[config.mk]
export PLATFORM = sky130hd
export DESIGN_NAME = counter_mod24
export DESIGN_NICKNAME = d
export VERILOG_FILES = /design/src/rtl/time_pkg.sv /design/src/rtl/counter_mod24.sv /design/src/rtl/counter_modn.sv
export SDC_FILE = /design/constraint.sdc
export NUM_CORES = 1
export LEC_CHECK = 0
export ABC_AREA = 1
export CAP_MARGIN = 30
export CELL_PAD_IN_SITES_DETAIL_PLACEMENT = 0
export CELL_PAD_IN_SITES_GLOBAL_PLACEMENT = 1
export CORE_MARGIN = 2
export CORE_UTILIZATION = 31
export CTS_CLUSTER_DIAMETER = 150
export DETAILED_ROUTE_END_ITERATION = 8
export PLACE_DENSITY = 0.75
export SLEW_MARGIN = 20
export SYNTH_ARGS = -nofsm -noshare
export SYNTH_HDL_FRONTEND = slang
export SYNTH_SLANG_ARGS = --single-unit
[constraint.sdc]
create_clock -name clk -period 1.8 [get_ports clk]
set_clock_uncertainty 0.1 [all_clocks]
set_input_delay 0.18 -clock clk [delete_from_list [all_inputs] [get_ports clk]]
set_output_delay 0.18 -clock clk [all_outputs]
set_load 0.01 [all_outputs]
[src/rtl/time_pkg.sv]
// Moduli and value widths shared by the seconds/minutes/hours stages of the
// time-of-day datapath.
package time_pkg;

  localparam int SEC_MOD  = 60;
  localparam int MIN_MOD  = 60;
  localparam int HOUR_MOD = 24;

  localparam int SEC_W  = 6;
  localparam int MIN_W  = 6;
  localparam int HOUR_W = 5;

endpackage

[src/rtl/counter_mod24.sv]
// Hours stage: modulo-24 counter.
module counter_mod24
  import time_pkg::*;
(
  input  logic              clk,
  input  logic              rst_n,
  input  logic              inc_auto,
  input  logic              inc_manual,
  input  logic              dec_manual,
  output logic [HOUR_W-1:0] value,
  output logic              carry_out
);

  counter_modn #(
    .MODULUS (HOUR_MOD),
    .WIDTH   (HOUR_W)
  ) u_counter (
    .clk        (clk),
    .rst_n      (rst_n),
    .inc_auto   (inc_auto),
    .inc_manual (inc_manual),
    .dec_manual (dec_manual),
    .value      (value),
    .carry_out  (carry_out)
  );

endmodule

[src/rtl/counter_modn.sv]
// Modulo-N up/down counter: one step per edge, increment beats decrement,
// and a combinational carry on an auto wrap so that stages chain on one edge.
module counter_modn #(
  parameter int MODULUS = 60,
  parameter int WIDTH   = 6
) (
  input  logic             clk,
  input  logic             rst_n,
  input  logic             inc_auto,
  input  logic             inc_manual,
  input  logic             dec_manual,
  output logic [WIDTH-1:0] value,
  output logic             carry_out
);

  localparam logic [WIDTH-1:0] MAX_V = WIDTH'(MODULUS - 1);

  logic             inc;
  logic [WIDTH-1:0] value_nxt;

  // Both increment sources collapse into a single step, so together they count once.
  always_comb begin
    inc       = inc_auto | inc_manual;
    value_nxt = value;
    if (inc) begin
      value_nxt = (value == MAX_V) ? '0 : value + 1'b1;
    end else if (dec_manual) begin
      value_nxt = (value == '0) ? MAX_V : value - 1'b1;
    end
  end

  always_ff @(posedge clk or negedge rst_n) begin
    if (!rst_n) begin
      value <= '0;
    end else begin
      value <= value_nxt;
    end
  end

  // Only the auto strobe ripples; setting the clock by hand never carries.
  assign carry_out = inc_auto & (value == MAX_V);

endmodule

# Yosys cells after proc, flatten, opt, wreduce, memory -nomap -nowiden

Index checks and enable logic that the tools add are counted.

Input bits: 5
Flip-flop bits (word level): 5
Output and inout port bits: 6
Logic and storage cells: 12

Reductions and logical operators: 2
Multiplexer cells: 4
Bitwise gates (word level): 2
Eq/ne operators: 1
$add $sub $neg: 2

Operators with widths:

| kind                                             | count |
|---|---|
| 2-to-1 mux 5 bit                                 | 4 |
| adder 5 x 1 -> 5 bit, second input constant      | 1 |
| == test 5 bit, second input constant             | 1 |
| logical NOT 5 bit                                | 1 |
| subtractor 5 x 1 -> 5 bit, second input constant | 1 |
| nonzero test 2 bit                               | 1 |
| AND 1 bit                                        | 1 |
| OR 1 bit                                         | 1 |

# Logic depth before layout (Yosys ltp)

Depth after elaboration: 4
Gate-level depth with buffers: 9
Depth with buffers taken out: 9

# Least setup slack after synthesis

OpenSTA, ideal clock, no wires.

Kind: flip-flop to flip-flop
Start point: register u_counter.value[1]
End point: register u_counter.value[3]
Buffers on the path: 0
Setup slack: 461 ps
Data arrival time: 1123 ps
Cell stages (with the launch flop): 9
Data required time: 1583 ps
Setup time: 117 ps
Path through: dfrtp_1 -> ha_1 -> nand3_2 -> nor2_1 -> nor2_1 -> nand2_1 -> nand2_1 -> nand2_1 -> nand2_1

Cells in the longest elaborated chain, start to end: 4
Elaborated cells on any way between the ends: 8
Classes of those cells: add/sub: 2; eq/ne: 1; mux: 4; reduce/logical: 1

RTL lines:

| element                                                               | line               | RTL |
|---|---|---|
| from (decl)                                                           | counter_modn.sv:12 | `output logic [WIDTH-1:0] value,` |
| from (signal assigned)                                                | counter_modn.sv:36 | `value <= value_nxt;` |
| subtractor 5 x 1 -> 5 bit / logical NOT 5 bit (equally long branches) | counter_modn.sv:28 | `value_nxt = (value == '0) ? MAX_V : value - 1'b1;` |
| 2-to-1 mux 5 bit                                                      | counter_modn.sv:28 |  |
| 2-to-1 mux 5 bit                                                      | counter_modn.sv:27 | `end else if (dec_manual) begin` |
| 2-to-1 mux 5 bit (*)                                                  | counter_modn.sv:25 | `if (inc) begin` |

Every way passes the cells marked *; elsewhere a longest branch is shown, timed or not. The select of a mux whose other input is x is not followed.
A chain may end at the register's enable or synchronous reset.

# Final worst setup path

Start point: register u_counter.value[0]
End point: output carry_out

Cells in the longest elaborated chain, start to end: 2

RTL lines:

| element       | line                | RTL |
|---|---|---|
| == test 5 bit | counter_modn.sv:41  | `assign carry_out = inc_auto & (value == MAX_V);` |
| AND 1 bit     | counter_modn.sv:41  |  |
| to (decl)     | counter_mod24.sv:11 | `output logic carry_out` |

Every way passes these cells.

==> flow_summary.yaml <==
run_status:
  status: "finished clean"
final_layout:
  insertedDiodeCount: 0
  drive_gt1_frac: 0.215
  finalNonFillerCells: 94
  n_fill_cell: 144
  largest_reg_flops: 5
  reg.largest.list: "u_counter.value: 5 flops"
  area_delta_synth_final_pct: 38.9
  nNetsFinal: 87
  top_register: "u_counter.value"
drt:
  viasPerCell: 4.67
  ant_nets: 0
  vias: 439
  totalWireLength_mm: 1.03
  wl_per_cell_um: 10.9
  first_iter_violations: 13
  remaining_drc_errors: 0
  firstDrtPassIters: 4
timing:
  worst_pin_slew_ns: 0.253
  finalCritPeriodShare: 0.938
  final_hold_viol_count: 0
  fmax_mhz: 592
  rsz0062_at_grt: "false"
  relSlewSlack: 0.831
  setup_viol: 0
  fin_crit_ns: 1.69
  fin_setup_tns_ns: 0
  maxSlewViolCount: 0
logic_synthesis:
  netlist_area_um2: 424
  ys_ff_latch: 5
  synth-warning-count: 0
  ys_seq_area_frac: 0.295
  syn_nets: 69
  synth_common_cells: "nand2_1 (22), inv_1 (9), dfrtp_1 (5), nand3_1 (4)"
  yosysMostFrequentCell: "nand2_1"
  synth_area_leaders: "dfrtp_1 (29%), nand2_1 (19%), inv_1 (8.0%)"
  synth_cells: 62
  synthDistinctLibCells: 16
  synth_edf_count: 0
  async_flop_share: 1.00
  synth_top_area_frac: 0.295
  yosys.area.top_type: "dfrtp_1"
  avgSynthCellArea_um2: 6.84
  ys.flop_type: "dfrtp_1"
floorplanning:
  ios: 11
  std_cell_rows: 13
  die_x_um: 41.0
  die-area_um2: 1680
  die_height_um: 41.0
  start_util: 0.330
  core_area_um2: 1280
setup_path:
  worstPathMaxFanout: 3
  cp-start-kind: "flop"
  required_ns: 1.52
  crit_family: "flip-flops"
  arrival_ns: 1.41
  crit_chain: "ha_2 -> nand3_2 -> nor2_1 -> and2_2 -> dlygate4sd2_1"
  end_kind: "output pin"
  crit_buf_inv: 1
  slowest_delay_ns: 0.35
  crit_type: "flop to output pin"
  cpMaxStageDelayCell: "dfrtp_1"
pwr:
  p_per_area_nw_per_um2: 1690
  ir_worst_vdd_uv: 717
  power.leakage_nw: 0.300
clocking:
  ctsHoldBuffers: 0
  numCtsBuffers: 3
  cts.sinks: 5
  cts_setup_buffers: 0
  ctsHtreeMaxLevel: 1
  cts_tree: "yes"
  clkLatencyLatePin_ns: 0.25
  cts_max_path_buffers: 2
  path_clk_slew_ns: 0.04
  cts_root_buf: "clkbuf_4"
global_routing:
  grt_use_total: 0.175
  antenna_found_initial: 0
  grt_pass1_wl_mm: 1.81
  grt_pass1_vias: 407
  grt_start_max_net_pins: 8
  overflow: 0
placement:
  port_buffers: 10
  place.gp.congestion: 0.818
  placed_cells: 90
  dp_hpwl_um: 870
hold_path:
  hp-class: "primary input to async pin"
run:
  cap_violations: 0
[what timing repair did]
action                                 in CTS  in global routing
setup endpoints to repair                   1                  0
gates resized for setup                     2                  0
endpoints found under the hold margin       0                  0
[routing by layer]
metal	GRT usage	wire [µm]
met3	0.0326	30
met5	0	0
met4	0.125	32
met2	0.254	475
met1	0.227	488
[final cells by class]
type	instances	area (µm²)	area share
tap	15	18.8	0.0318
multi-input combinational	47	256	0.435
inverter	9	33.8	0.0573
timing repair buffer	14	129	0.219
clock buffer	4	26.3	0.0446
sequential	5	125	0.212
[power by group]
group	total [W]	internal, W	switching [W]
registers	0.000221	0.000171	0.0000502
logic	0.000641	0.000311	0.000330
clock network	0.000133	0.0000840	0.0000493
[layout by cell type, fill, tap and decap left out]
cell / n
o22ai_1: 1
nand3_1: 4
dlygate4sd2_1: 1
ha_1: 1
nor2_2: 2
nand2_2: 3
nor2_4: 1
and2_2: 1
clkbuf_4: 3
xnor2_1: 2
buf_4: 4
nand4_1: 1
nand2_1: 22
clkdlybuf4s50_1: 9
nand3_2: 2
ha_2: 1
clkbuf_1: 1
dfrtp_1: 5
inv_1: 9
o21ai_1: 3
nor2_1: 3
[cells by family (layout without fill, tap and decap cells)]
logic type	Yosys count	count (layout)	synth area share
buffers and inverters	10	27	0.106
adders and majority gates	2	2	0.0590
xor gates and xnor gates	2	2	0.0413
AOI/OAI and AO/OA	4	4	0.0501
and+or+nand+nor	39	39	0.448
DFF	5	5	0.295
[final timing paths]
kind                                 endpoint          startpoint  slack [ns]  depth (start not counted)
setup / recovery                    carry_out  u_counter.value[0]        0.11                          5
hold / removal             u_counter.value[0]               rst_n        0.07                          1
setup reg to reg           u_counter.value[3]  u_counter.value[0]        0.29                         10
hold reg to reg            u_counter.value[4]  u_counter.value[4]        0.49                          2
max in group asynchronous  u_counter.value[1]               rst_n        1.33                          1
min in group clk           u_counter.value[4]  u_counter.value[4]        0.49                          2
[stage by stage]
stage                     total power, W  instance area (µm²)  hold WS, ns   util  worst slack (ns)
final                           0.000995                  589       0.0656  0.459             0.111
after global routing             0.00109                  589       0.0781  0.459           0.00184
after CTS                        0.00100                  589       0.0704  0.459            0.0976
after detailed placement        0.000865                  562        0.334  0.437            0.0870
after global placement          0.000857                  562        0.313  0.437             0.121
after floorplan                 0.000615                  424       -0.216      -             0.461
Power figures use the tool's default switching activity.
==> patch 1, RTL diff (config.mk and constraints unchanged) <==
Change the package constant `HOUR_W` from 5 to 10.
--- a/src/rtl/time_pkg.sv
+++ b/src/rtl/time_pkg.sv
@@ -10,3 +10,3 @@
   localparam int MIN_W  = 6;
-  localparam int HOUR_W = 5;
+  localparam int HOUR_W = 10;
 
Interface: changed (resized value); port bits go from 11 to 16. The function was not compared with the original's and may differ.
==> patch 1 against the unedited design <==
- setup slack improved by 33 ps
- hold slack improved by 77 ps
- synthesized cell count grew to 2.6 times the old value
- total power increased by 100%
- count of clock-buffer cells in the layout down 1
- critical path depth shrank 3
- sequential cell count grew 5
- area after synthesis is 130% higher
- largest power group unchanged
- first-iteration DRC count rose to 3.1 times the old value
- routed wire length grew to 2.8 times the old value
- final area is 130% higher
- clock power increased by 29%
==> patch 1: results (changes against the unedited design) <==
The total global routing track utilization was 0.181 (+0.00642). The flow ran to the end, and the final reports show no timing, DRC or antenna violations. The final net count was 201 (+130%). The number of instances in the synthesized netlist is 159 (+160%). The met1 capacity usage during global routing is 0.242 (+0.0149).

The cell family contributing the most delay on the critical path is buffers and inverters. The number of nets produced by synthesis is 166 (+140%). The final standard cell count with taps included and fillers excluded came out at 236 (+150%). The number of fill cells came out at 335 (+130%).

The weighted congestion at the end of routability-driven global placement came out at 0.867 (+6.0%). The count of buffers inserted at the top-level ports came to 15 (+5). The static power due to leakage came out at 0.672 nW (+120%).

The number of levels the H-tree was split into was 1 (unchanged). The tightest slew margin relative to the limit came out at 0.659 (-0.172). The post-synthesis sequential area ratio is 0.255 (-0.0399). The met3 track demand over resource in global routing is 0.0346 (+0.00202). The peak fanout along the critical path came to 9 (+6). The global-route wire length before repair is 4.84 mm (+170%). The critical path arrival is 1380 ps (-30 ps). The largest net degree at the start of global routing came out at 11 (+3).

The total instance count after detailed placement was 233 (+160%). The peak ir drop on the vdd network is 0.000694 V (-3.3%). The clock transition at the register clock pins on the worst setup and hold paths after CTS is 80 ps (+40 ps). The detailed-route via count is 1125 (+160%). The met2 track demand over resource came out at 0.290 (+0.0365). The highest cell delay on the worst timing path is 550 ps (+200 ps). The number of violations reported at the end of detailed-routing iteration 0 is 40 (+27).

The final HPWL from detailed placement came out at 2.27 mm (+160%). The largest individual stage delay along the critical path comes from the cell clkdlybuf4s50_1. The largest registers in the layout are u_counter.value: 10 flops. The count of unique library cells instantiated by Yosys is 24 (+8). After synthesis, the most frequently instantiated cells are nand2_1, nand3_1, inv_1. By area the synthesized netlist is led by dfrtp_1, nand2_1, nand3_1, inv_1, nor2_4.

The detailed-route wire length was 2.85 mm (+180%). The share of final-layout standard cells stronger than drive strength 1 came to 0.234 (+0.0192).
-- patch 1: cell count changes after synthesis, sizes merged, moves of 2 or more --
| cell | unedited run | this run |
|---|---|---|
| nand2 | 25 | 54 |
| inv | 9 | 24 |
| nand3 | 6 | 20 |
| nor2 | 6 | 20 |
| o21ai | 3 | 10 |
| dfrtp | 5 | 10 |
| a21oi | 0 | 3 |
| nand4 | 1 | 4 |
| xor2 | 0 | 3 |
| buf | 1 | 3 |
| nor3 | 0 | 2 |
| xnor2 | 2 | 0 |
-- patch 1: through the flow --
| stage | setup WS, ps | cell area [sq um] |
|---|---|---|
| 2_1_floorplan | 282 | 981 |
| 3_3_place_gp | 77.8 | 1300 |
| 3_5_place_dp | 43.3 | 1300 |
| 4_1_cts | 16.6 | 1320 |
| 5_1_grt | 25.9 | 1340 |
| 6_report | 144 | 1340 |
-- patch 1: worst register-to-register path, stage by stage (launching register included) --
cell and delay, ps:
dfrtp_1 420, buf_4 150, inv_2 100, ha_4 170
nand3_2 120, nor2_4 150, nor2_4 70, nand3_1 90
nand2_1 50, nand2_1 50, nand2_1 50
-- patch 1: worst paths after layout --
kind                               startpoint                 end  slack, ps
max                        u_counter.value[5]            value[5]        140
min                                     rst_n  u_counter.value[3]        140
max reg2reg                u_counter.value[0]  u_counter.value[5]        190
min reg2reg                u_counter.value[0]  u_counter.value[0]        480
max in group asynchronous               rst_n  u_counter.value[6]       1120
min in group clk           u_counter.value[0]  u_counter.value[0]        480
-- patch 1: routing by layer --
metal  part of all wire  vias up  wire, um
met4              0.011        0        32
li1                   -      574         -
met2               0.46       33      1300
met5                  0        -         0
met3              0.061        4       174
met1               0.47      514      1340
-- patch 1: layout make-up --
cell class	instances	area (sq um)	share of cell area
multi-input cells	122	639	0.478
repair buffers	33	280	0.210
flip-flops and latches	10	250	0.187
inverters	24	90.1	0.0674
well taps	44	55.1	0.0412
clock buffers	3	22.5	0.0168
-- patch 1: what timing repair did --
item / CTS / global route
gates resized for setup: 2 / 5
endpoints found under the hold margin: 0 / 0
endpoints found under the setup margin: 1 / 7
hold buffers: 0 / 0
-- patch 1: cells by family (layout without fill, tap and decap cells) --
group	count (synthesis)	count (layout)	share of synthesized area
and+or+nand+nor	101	101	0.491
buffers and inverters	27	60	0.114
DFF	10	10	0.255
adders and majority gates	2	2	0.0255
xor gates and xnor gates	3	3	0.0268
AOI/OAI and AO/OA	16	16	0.0880
-- patch 1: power breakdown --
group          total, mW  leakage (nW)  switching, mW  internal (mW)
logic               1.47         0.532          0.832          0.637
registers          0.384         0.127         0.0627          0.321
clock network      0.171        0.0138         0.0932         0.0774
==> patch 2, RTL diff (same flow settings) <==
Made on the original files. Make the reset (`rst_n`) synchronous in one clocked block.
--- a/src/rtl/counter_modn.sv
+++ b/src/rtl/counter_modn.sv
@@ -31,3 +31,3 @@
 
-  always_ff @(posedge clk or negedge rst_n) begin
+  always_ff @(posedge clk) begin
     if (!rst_n) begin
Formal check against the unedited RTL: differs if rst_n is asserted again (counterexample within 4 cycles, from zero or initial values and one cycle with rst_n low); with rst_n held inactive, the same outputs for 10 cycles.
==> patch 2 against the unedited design <==
- register-to-register slack gained 100 ps
- final area down 2.8%
- setup slack gained 57 ps
- routed wire length is 8.3% lower
- area after synthesis is 3.8% lower
- sequential cell count unchanged
Power is not compared: it rests on default switching activity, and its combinational part moved more than twofold at a synthesized area within 25%.
==> patch 2: results (changes against the unedited design) <==
Of the total power, the clock network draws 0.314. The highest cell delay on the worst timing path is 330 ps (-20 ps). The setup fix buffers added after clock tree synthesis came out at 0 (unchanged). The peak fanout along the critical path is 3 (unchanged). The total instance count after detailed placement was 94 (+4.4%). The area fraction in compound gates after synthesis came out at 0.110 (+0.0603). The post-synthesis sequential area ratio is 0.245 (-0.0496). The setup slack of the worst register-to-register path came to 390 ps (+100 ps). The number of detailed-routing iterations run before antenna repair came out at 4 (unchanged).

In the synthesized netlist the dominant register cell turns out to be dfxtp_1. The total global routing track utilization is 0.153 (-0.0219). The number of nets produced by synthesis was 73 (+5.8%). The detailed-route wire length came to 942 um (-8.3%).

The proportion of register bits with asynchronous set or reset after synthesis is 0 (-1.00). The detailed-route via count is 436 (-0.68%). The adder-cell share of the synthesized area is 0.0613 (+0.00235). The slowest stage of the critical path is the dfxtp_1 cell. The path class of the tightest hold or removal check is input port to flip-flop. The via count of the first global-routing pass came out at 395 (-2.9%).

The weighted congestion at the end of routability-driven global placement is 0.856 (+4.6%). The slew at the pin closest to its max-slew limit came to 293 ps (+40.0 ps). CTS placed an instance of clkbuf_4 at the clock tree root. The count of unique library cells instantiated by Yosys is 16 (unchanged). The average wire length per cell after detail routing is 9.61 um (-12%). The critical path arrival is 1350 ps (-60 ps).

The fraction of synthesized area in multiplexers is 0 (unchanged). The share of the synthesized netlist area taken by xor and xnor gates came to 0 (-0.0413). The final net count is 91 (+4.6%). The cell family contributing the most delay on the critical path is flip-flops. The flow ran to the end, and the final reports show no timing, DRC or antenna violations.

The number of violations reported at the end of detailed-routing iteration 0 is 16 (+3). The share of final-layout standard cells stronger than drive strength 1 is 0.157 (-0.0586). After synthesis, the cell types taking the most area are dfxtp_1, nand2_1, inv_1, nand3_1, ha_1.

The post-synthesis area per instance came to 6.18 sq um (-9.7%). The number of fill cells is 141 (-2.1%). Sorting the synthesized cells by how often they occur yields nand2_1, inv_1, nand3_1.

The global-route wire length before repair came out at 1.63 mm (-9.9%). The largest net degree at the start of global routing is 9 (+1). The final HPWL from detailed placement is 747 um (-14%). The clock reaches the later pin of the worst-skew pair after 240 ps.
patch 2: area by class of cell:
type / count / area, sq um / share of cell area
tap: 15 / 18.8 / 0.0328
multi-input combinational: 50 / 262 / 0.456
inverter: 10 / 37.5 / 0.0655
sequential: 5 / 100 / 0.175
clock buffer: 4 / 26.3 / 0.0459
timing repair buffer: 14 / 129 / 0.225
patch 2: metal layers:
| layer | GRT usage | part of all wire | wire (um) | vias to the layer above |
|---|---|---|---|---|
| li1 | - | - | - | 243 |
| met1 | 0.187 | 0.50 | 470 | 185 |
| met2 | 0.250 | 0.45 | 428 | 8 |
| met3 | 0.0833 | 0.045 | 42 | 0 |
| met4 | 0 | 0 | 0 | 0 |
| met5 | 0 | 0 | 0 | - |
patch 2: worst paths after layout:
kind	end	startpoint	cells after the start
setup / recovery	carry_out	u_counter.value[0]	5
hold / removal	u_counter.value[0]	rst_n	3
setup reg to reg	u_counter.value[3]	u_counter.value[0]	10
hold reg to reg	u_counter.value[2]	u_counter.value[2]	2
patch 2: cells by family (layout without fill, tap and decap cells):
kind of cell               count (synthesis)  in the layout
and+or+nand+nor                           39             39
DFF                                        5              5
buffers and inverters                     11             28
adders and majority gates                  2              2
AOI/OAI and AO/OA                          9              9
patch 2: stage by stage:
stage	power (mW)	util	setup WS, ps	hold slack, ps	area, sq um
after floorplan	0.225	-	505	185	408
after CTS	0.418	0.452	149	515	573
after detailed placement	0.285	0.430	132	526	546
after global placement	0.287	0.430	155	526	546
final	0.411	0.452	168	509	573
after global routing	0.442	0.452	65.2	541	573
patch 2: worst register-to-register path: cells and delay by family (launching register included):
family / cells / cell delay [ps]
adder cells (fa/ha/maj): 1 / 230
flip-flops: 1 / 310
AND/OR/NAND/NOR: 5 / 350
buffers and inverters: 4 / 330
